File: config.mk
export PLATFORM = sky130hd
export DESIGN_NAME = aludec_bist
export DESIGN_NICKNAME = d
export VERILOG_FILES = /design/src/rtl/aludec_bist.sv
export SDC_FILE = /design/constraint.sdc
export NUM_CORES = 1
export LEC_CHECK = 0
export CAP_MARGIN = 20
export CELL_PAD_IN_SITES_DETAIL_PLACEMENT = 1
export CELL_PAD_IN_SITES_GLOBAL_PLACEMENT = 1
export CORE_ASPECT_RATIO = 1.4
export CORE_MARGIN = 1.5
export CORE_UTILIZATION = 25
export CTS_BUF_LIST = sky130_fd_sc_hd__clkbuf_8 sky130_fd_sc_hd__clkbuf_16
export DETAILED_ROUTE_END_ITERATION = 12
export HOLD_SLACK_MARGIN = 0.08
export PLACE_DENSITY_LB_ADDON = 0.15
export SLEW_MARGIN = 25
export SYNTH_ARGS = -nofsm -noshare
export SYNTH_HDL_FRONTEND = slang
export SYNTH_SLANG_ARGS = --single-unit
export TNS_END_PERCENT = 20
File: constraint.sdc
create_clock -name clk -period 3.6 [get_ports clk]
set_clock_uncertainty 0.05 [all_clocks]
set_input_delay 0.72 -clock clk [delete_from_list [all_inputs] [get_ports clk]]
set_output_delay 0.72 -clock clk [all_outputs]
set_load 0.03 [all_outputs]
File: src/rtl/aludec_bist.sv
// aludec_bist -- built-in self-test sequencer for the ALU decoder.
//
// Walks all 128 {ALUOp, funct3, op_5, funct7_5} combinations into an
// external combinational aludecoder. Each vector is held for SETTLE_CYCLES
// cycles and then captured. Every capture on a care vector is folded into a
// 7-bit shift-XOR signature. When the run finishes, pass reports whether
// the signature equals GOLDEN_SIG.
//
// Optional feature macro: ALUDEC_BIST_CHECK_EN
//   When defined, a reference model of the decoder is added for care vectors.
//   Each mismatch on a care vector increments err_count, which saturates at
//   255. The err_count port exists only in this build.
//
// Ports
//   clk         in   system clock, rising edge
//   reset_n     in   asynchronous active-low reset
//   start       in   single-cycle run request (honoured in IDLE or DONE)
//   ALUOp       out  [1:0] decoder stimulus (vec_index[6:5])
//   funct3      out  [2:0] decoder stimulus (vec_index[4:2])
//   op_5        out  decoder stimulus (vec_index[1])
//   funct7_5    out  decoder stimulus (vec_index[0])
//   ALUControl  in   [2:0] decoder response
//   busy        out  run in progress
//   done        out  run complete, held until next start or reset
//   pass        out  signature (and error count) good; 0 unless done
//   signature   out  [6:0] running/final signature
//   vec_index   out  [6:0] current vector number
//   err_count   out  [7:0] model mismatches (ALUDEC_BIST_CHECK_EN only)
//
// state   | meaning
// --------+-----------------------------------------------------------
// IDLE    | waiting for start after reset
// APPLY   | stimulus driven, decoder settling for SETTLE_CYCLES cycles
// CAPTURE | one cycle: sample ALUControl, fold signature, advance index
// DONE    | result held; start launches a fresh run

module aludec_bist #(
   parameter int unsigned SETTLE_CYCLES = 1,
   parameter logic [6:0]  GOLDEN_SIG    = 7'h00
) (
   input  logic       clk,
   input  logic       reset_n,
   input  logic       start,
   output logic [1:0] ALUOp,
   output logic [2:0] funct3,
   output logic       op_5,
   output logic       funct7_5,
   input  logic [2:0] ALUControl,
   output logic       busy,
   output logic       done,
   output logic       pass,
   output logic [6:0] signature,
   output logic [6:0] vec_index
`ifdef ALUDEC_BIST_CHECK_EN
   ,
   output logic [7:0] err_count
`endif
);

   typedef enum logic [1:0] {
      S_IDLE    = 2'd0,
      S_APPLY   = 2'd1,
      S_CAPTURE = 2'd2,
      S_DONE    = 2'd3
   } state_t;

   // Settle timer counts down from SETTLE_CYCLES-1; terminal count 0 ends APPLY.
   localparam logic [3:0] SETTLE_LOAD = 4'(SETTLE_CYCLES - 1);

   state_t     state, state_nxt;
   logic [3:0] settle_cnt, settle_nxt;
   logic [6:0] idx, idx_nxt;
   logic [6:0] sig, sig_nxt;
   logic [6:0] sig_fold;
   logic [6:0] sig_upd;
   logic       care;

   // Care vectors: ALUOp 00/01, or ALUOp 10 with funct3 in {000,010,110,111}.
   always_comb begin
      care = 1'b0;
      if (!idx[6]) begin
         care = 1'b1;
      end else if (!idx[5]) begin
         care = (idx[4:2] == 3'b000) || (idx[4:2] == 3'b010) ||
                (idx[4:2] == 3'b110) || (idx[4:2] == 3'b111);
      end
   end

   assign sig_fold = sig ^ {4'b0000, ALUControl};
   assign sig_upd  = {sig_fold[5:0], sig_fold[6] ^ sig_fold[5]};

`ifdef ALUDEC_BIST_CHECK_EN
   logic [7:0] err, err_nxt;
   logic [2:0] model_ctrl;

   always_comb begin
      model_ctrl = 3'b000;
      unique case (idx[6:5])
         2'b00: model_ctrl = 3'b000;
         2'b01: model_ctrl = 3'b001;
         default: begin
            case (idx[4:2])
               3'b000:  model_ctrl = (idx[1:0] == 2'b11) ? 3'b001 : 3'b000;
               3'b010:  model_ctrl = 3'b101;
               3'b110:  model_ctrl = 3'b011;
               3'b111:  model_ctrl = 3'b010;
               default: model_ctrl = 3'b000;
            endcase
         end
      endcase
   end
`endif

   always_ff @(posedge clk or negedge reset_n) begin
      if (!reset_n) begin
         state      <= S_IDLE;
         settle_cnt <= 4'd0;
         idx        <= 7'd0;
         sig        <= 7'd0;
`ifdef ALUDEC_BIST_CHECK_EN
         err        <= 8'd0;
`endif
      end else begin
         state      <= state_nxt;
         settle_cnt <= settle_nxt;
         idx        <= idx_nxt;
         sig        <= sig_nxt;
`ifdef ALUDEC_BIST_CHECK_EN
         err        <= err_nxt;
`endif
      end
   end

   always_comb begin
      state_nxt  = state;
      settle_nxt = settle_cnt;
      idx_nxt    = idx;
      sig_nxt    = sig;
`ifdef ALUDEC_BIST_CHECK_EN
      err_nxt    = err;
`endif
      case (state)
         S_IDLE, S_DONE: begin
            if (start) begin
               state_nxt  = S_APPLY;
               settle_nxt = SETTLE_LOAD;
               idx_nxt    = 7'd0;
               sig_nxt    = 7'd0;
`ifdef ALUDEC_BIST_CHECK_EN
               err_nxt    = 8'd0;
`endif
            end
         end
         S_APPLY: begin
            if (settle_cnt == 4'd0) begin
               state_nxt = S_CAPTURE;
            end else begin
               settle_nxt = settle_cnt - 4'd1;
            end
         end
         S_CAPTURE: begin
            if (care) begin
               sig_nxt = sig_upd;
`ifdef ALUDEC_BIST_CHECK_EN
               if ((ALUControl != model_ctrl) && (err != 8'hFF)) begin
                  err_nxt = err + 8'd1;
               end
`endif
            end
            if (idx == 7'd127) begin
               state_nxt = S_DONE;
            end else begin
               state_nxt  = S_APPLY;
               settle_nxt = SETTLE_LOAD;
               idx_nxt    = idx + 7'd1;
            end
         end
         default: state_nxt = S_IDLE;
      endcase
   end

   assign ALUOp     = idx[6:5];
   assign funct3    = idx[4:2];
   assign op_5      = idx[1];
   assign funct7_5  = idx[0];
   assign vec_index = idx;
   assign signature = sig;
   assign busy      = (state == S_APPLY) || (state == S_CAPTURE);
   assign done      = (state == S_DONE);

`ifdef ALUDEC_BIST_CHECK_EN
   assign err_count = err;
   assign pass      = done && (sig == GOLDEN_SIG) && (err == 8'd0);
`else
   assign pass      = done && (sig == GOLDEN_SIG);
`endif

endmodule

# Word-level counts from Yosys, hierarchy flattened
# Index checks and enable logic that the tools add are counted.
[totals] register_bits=20 input_bits=6 out_inout_bits=24 word_cells=50
[classes] addsub=2 eq_ne=12 mux=15 n_bitwise=2 n_reduce_logical=15
[op_table] cell="case mux 7 bit (2 select lines)" count=2
[op_table] cell="two-way mux 7 bit" count=3
[op_table] cell="two-way mux 4 bit" count=3
[op_table] cell="case mux 4 bit (3 select lines)" count=1
[op_table] cell="inequality test 2 bit, second input constant" count=5
[op_table] cell="AND reduction 3 bit" count=3
[op_table] cell="adder 7 x 1 -> 7 bit, second input constant" count=1
[op_table] cell="equality test 7 bit, second input constant" count=1
[op_table] cell="zero test 7 bit" count=1
[op_table] cell="bitwise XOR 7 x 3 -> 7 bit" count=1
[op_table] cell="equality test 3 bit, second input constant" count=2
[op_table] cell="two-way mux 2 bit" count=3
[op_table] cell="case mux 2 bit (3 select lines)" count=1
[op_table] cell="equality test 2 bit, second input constant" count=2
[op_table] cell="zero test 4 bit" count=1
[op_table] cell="logical OR 1 bit" count=4
[op_table] cell="subtractor 4 x 1 -> 4 bit, second input constant" count=1
[op_table] cell="equality test 3 x 2 -> 1 bit, second input constant" count=1
[op_table] cell="zero test 3 bit" count=1
[op_table] cell="equality test 2 x 1 -> 1 bit, second input constant" count=1
[op_table] cell="zero test 2 bit" count=1
[op_table] cell="two-way mux 1 bit" count=2
[op_table] cell="AND reduction 2 bit" count=1
[op_table] cell="nonzero test 2 bit" count=1
[op_table] cell="other kinds (3)" count=3

# Logic depth before layout (Yosys ltp)
[logic_depth] word_depth=8 mapped_depth=7 mapped_depth_nobuf=6

# Least setup slack after synthesis
# OpenSTA, ideal clock, no wires.
[synth_path] path_type="flip-flop to output port" startpoint="register sig[4], in the netlist signature[4]" endpoint="output pass" arrival_ns=1.152 t_required_ns=2.830 setup_slack_ns=1.678 path_stages_with_launch=3 n_path_buf=0 cell_sequence="dfrtp_1 -> nor4_1 -> and4_1"
[synth_between] elab_chain_cells=2
[synth_lines] item="from (decl)" line="73" rtl="logic [6:0] sig, sig_nxt;"
[synth_lines] item="from (signal assigned)" line="127" rtl="sig <= sig_nxt;"
[synth_lines] item="zero test 7 bit" line="195" rtl="assign pass = done && (sig == GOLDEN_SIG);"
[synth_lines] item="logical AND 1 bit" line="195"
[synth_lines] item="to (decl)" line="51" rtl="output logic pass,"
# No other way between the ends.

# Worst setup path in the final report
[layout_path] startpoint="register sig[3], in the netlist signature[3]" endpoint="output pass"
# Same word-level chain as after synthesis.

==> summary.md <==
The flow ran to the end, and the final reports show no timing, DRC or antenna violations. Clock network fraction of design power: 16.5%. For this run, design rule violations remaining after detail routing come to 0. Critical path data required time: 2.83 ns. The share of layout cells above drive strength 1 was 8.50%; the async set-or-reset flop fraction in the synthesized netlist was 100%. Counting flops with a built-in enable in the synthesized netlist gives 0. The tools report the root cell of the clock tree as sky130_fd_sc_hd__clkbuf_8. The number of max-slew violations in the final report was 0. The minimum period implied by the final worst setup slack is 2.68 ns.

For the area of the mapped netlist, the log shows 0.00127 sq mm. Synthesis inferred 20 register bits. The run gives 0 as the count of maximum capacitance violations. Synthesis produced a netlist whose cell count is 130. The number of global-route vias before repair is 1069, and the placed instance count is 213. The run gives 167 as the number of nets in the finished design. STA classifies the critical path startpoint as a flop. Buffers inserted during clock tree synthesis total 3. Along the worst path, the maximum fanout reaches 4.

The delay of the slowest cell on the worst path was 0.67 ns. The most used flip-flop cell after synthesis is sky130_fd_sc_hd__dfrtp_1. The horizontal die dimension is 63.3 microns, and the proportion of synthesized chip area in sequential cells is 39.3%.

For the worst slack at placement, the log shows 1.19 ns. For the leakage power summed over all cells, the log shows 0.692 nW. The logs give 20 for the number of clock sinks seen by CTS and 0 for the antenna diode count. The die covers 0.00553 sq mm. The library cell used most frequently in the layout, excluding fill and tap cells, is sky130_fd_sc_hd__clkdlybuf4s50_1. During synthesis, Yosys emitted a total of 0 warnings. Aggregate global-route resource usage: 12.1%. The setup slack after layout came out at 0.924 ns. The part of the cycle the worst path needs was 74.3%. Sequential cells account for 28.8% of the total power. The first detailed-routing pass ran for 4 iterations.

The slowest stage of the critical path is the sky130_fd_sc_hd__clkdlybuf4s50_1 cell. The clock passes through at most 2 buffers. The worst setup path is captured at an output pin. The share of power burned in combinational logic was 54.7%; the headroom to the max-slew limit was 66.1%. The number of hold violations in the final report was 0; the post-synthesis area per instance was 9.79 sq um. The synthesized netlist devotes 6.88% of its cell area to adder and majority cells. The area share of xor/xnor cells in the synthesized design came out at 2.75%.

Setup repair after global routing left no endpoint under its margin. The multiplexer share of the synthesized area is 7.96%. The cell type contributing the most total cell area after synthesis was sky130_fd_sc_hd__dfrtp_1. Across all hold checks on the routed design, the worst slack comes to 0.356 ns. Global routing finished with a remaining overflow of 0. The die extent in y works out to 87.4 microns.

The data arrival at the endpoint of the critical path was 1.91 ns. The path class of the tightest hold or removal check is input port to async pin. The tools report the number of H-tree branching levels as 1.

After clock tree synthesis, the clock-pin slew on the worst setup and hold paths is 0.08 ns. The largest net degree at the start of global routing was 21; the final cell count without fillers was 217. The floorplan has 30 rows. The power per unit of standard cell area was 665 mW/mm^2.

TritonCTS built the clock tree. In the final routed layout, each cell accounts on average for 14.7 microns. Summed over its instances, the top area cell type makes up 39.3% of the synthesized netlist area. The violation count after the first detailed-route iteration was 20. The worst setup path is of the flop to output pin kind. In this run the count of I/O pins placed on the die edge is 30.

For the initial antenna violation count, the log shows 0. After clock tree synthesis, the flow added hold-fix buffers numbering 0. Of the total power, the share spent switching nets is 43.5%.

The library cells used most frequently in the layout, excluding fill and tap cells, are sky130_fd_sc_hd__clkdlybuf4s50_1, sky130_fd_sc_hd__nand2_1, sky130_fd_sc_hd__dfrtp_1. The detailed router placed 1017 vias in this run. The insertion delay to the later sink of the worst-skew pair was 0.26 ns; the complex-gate fraction of the synthesized area was 16.1%. Setup violations remaining at the end of the flow were counted as 0. The number of instances resized during post-cts repair is 0. The initial standard-cell utilization of the core came out at 26.1%. The transition time at the pin with the least slew margin is 0.507 ns, and the wire length reported by the detailed router is 3190 microns.

The tools report the net switching power as 470 uW. Fill cells in the final layout number 565. By area the synthesized netlist is led by sky130_fd_sc_hd__dfrtp_1, sky130_fd_sc_hd__mux2i_1, sky130_fd_sc_hd__ha_1.

Counting distinct cell types in the post-synthesis netlist gives 39. The core footprint was 0.00488 sq mm. After synthesis, the largest family of logic cells by area is simple AND/OR/NAND/NOR gates. For the final routed database, the setup TNS stands at 0 ns.

The post-CTS setup repair buffer count was 0; the post-synthesis to final-layout area growth was 27.6%. The congestion estimate from routability-driven global placement came to 0.691. The number of nets handed over by synthesis was 143. The internal power of the cells totals 610 uW. The routed via count divided by cell count works out to 4.69. Once detailed placement completed, the half-perimeter wirelength came to 2400 microns.

In this run the remaining antenna-violating nets after routing total 0. The first global-routing pass estimated 5220 microns of wire. IR analysis of the VDD net gives a maximum drop of 0.000217 V.

Summing the areas of all and, or, nand and nor instances in the mapped netlist gives 17.4% of the synthesized area. The run gives 374 MHz as the highest attainable clock frequency. In this run the tool buffered the top-level ports with 29 buffer cells. The signal on the critical path passes through nor4_1 > and4_1 > clkdlybuf4s50_1.
-- metrics by stage --
step	util (%)	power (mW)	area [sq um]
6_report	33.3	1.08	1620
5_1_grt	33.3	1.16	1620
4_1_cts	33.4	1.11	1630
3_5_place_dp	32.3	0.920	1570
3_3_place_gp	32.3	0.902	1570
2_1_floorplan	-	0.747	1270
-- cells in the mapped netlist, types with 2 or more instances --
cell type / instances
sky130_fd_sc_hd__nor3_1: 2
sky130_fd_sc_hd__mux2i_1: 9
sky130_fd_sc_hd__o21ai_0: 3
sky130_fd_sc_hd__nor4_1: 2
sky130_fd_sc_hd__xor2_1: 4
sky130_fd_sc_hd__nand2_1: 20
sky130_fd_sc_hd__nor2_1: 3
sky130_fd_sc_hd__nand3_1: 2
sky130_fd_sc_hd__buf_4: 9
sky130_fd_sc_hd__dfrtp_1: 20
sky130_fd_sc_hd__ha_1: 7
sky130_fd_sc_hd__a21oi_1: 3
sky130_fd_sc_hd__nand2b_1: 4
sky130_fd_sc_hd__inv_1: 12
sky130_fd_sc_hd__a22o_1: 5
sky130_fd_sc_hd__o31ai_1: 2
-- cells by family (layout without fill, tap and decap cells) --
group,after synthesis,in the layout
muxes,10,10
buffers and inverters,23,46
and+or+nand+nor,42,42
xor gates and xnor gates,4,4
adders and majority gates,7,7
DFF,20,20
AOI/OAI and AO/OA,24,24
-- sequential cells by signal, summed over array words and instances (netlist names) --
register,count
settle_cnt,4
signature,7
state,2
vec_index,7
-- routing by layer --
metal,up-vias,track usage (%),part of all wire [%]
li1,492,-,-
met1,496,12.6,41
met2,25,24.2,53
met3,4,1.81,4.1
met4,0,4.15,1.4
met5,-,0,0
-- critical path, delay by kind of cell (launching register included) --
kind | cells | cell delay [ns]
buffers and inverters | 1 | 0.67
DFF | 1 | 0.42
and+or+nand+nor | 2 | 0.56
-- layout make-up --
type	instances	area, sq um	share of cell area [%]
clock buffer	4	55.1	3.39
inverter	12	45.0	2.77
multi-input combinational	87	651	40.1
sequential	20	500	30.8
tap	64	80.1	4.93
timing repair buffer	30	293	18.0
-- power by group through the flow --
stage                     Sequential [mW]  Clock (mW)  Combinational [mW]
after floorplan                     0.338           0               0.409
after global placement              0.312           0               0.590
after detailed placement            0.316           0               0.604
after CTS                           0.312       0.187               0.606
after global routing                0.317       0.195               0.648
final                               0.311       0.178               0.591
-- path summary, 6_finish.rpt --
| path | start | to | slack (ns) | depth (start not counted) |
|---|---|---|---|---|
| max in group asynchronous | reset_n | signature[0]$_DFFE_PN0P_ | 2.81 | 1 |
| worst min-delay path | reset_n | vec_index[6]$_DFFE_PN0P_ | 0.36 | 1 |
| worst max-delay path | signature[3]$_DFFE_PN0P_ | pass | 0.92 | 3 |
| worst max register to register | state[0]$_DFFE_PN0P_ | settle_cnt[1]$_DFFE_PN0P_ | 1.63 | 6 |
| min in group clk | settle_cnt[0]$_DFFE_PN0P_ | settle_cnt[0]$_DFFE_PN0P_ | 0.50 | 1 |
| worst min register to register | settle_cnt[0]$_DFFE_PN0P_ | settle_cnt[0]$_DFFE_PN0P_ | 0.50 | 1 |
No activity file was read; power rests on OpenSTA's default activity.
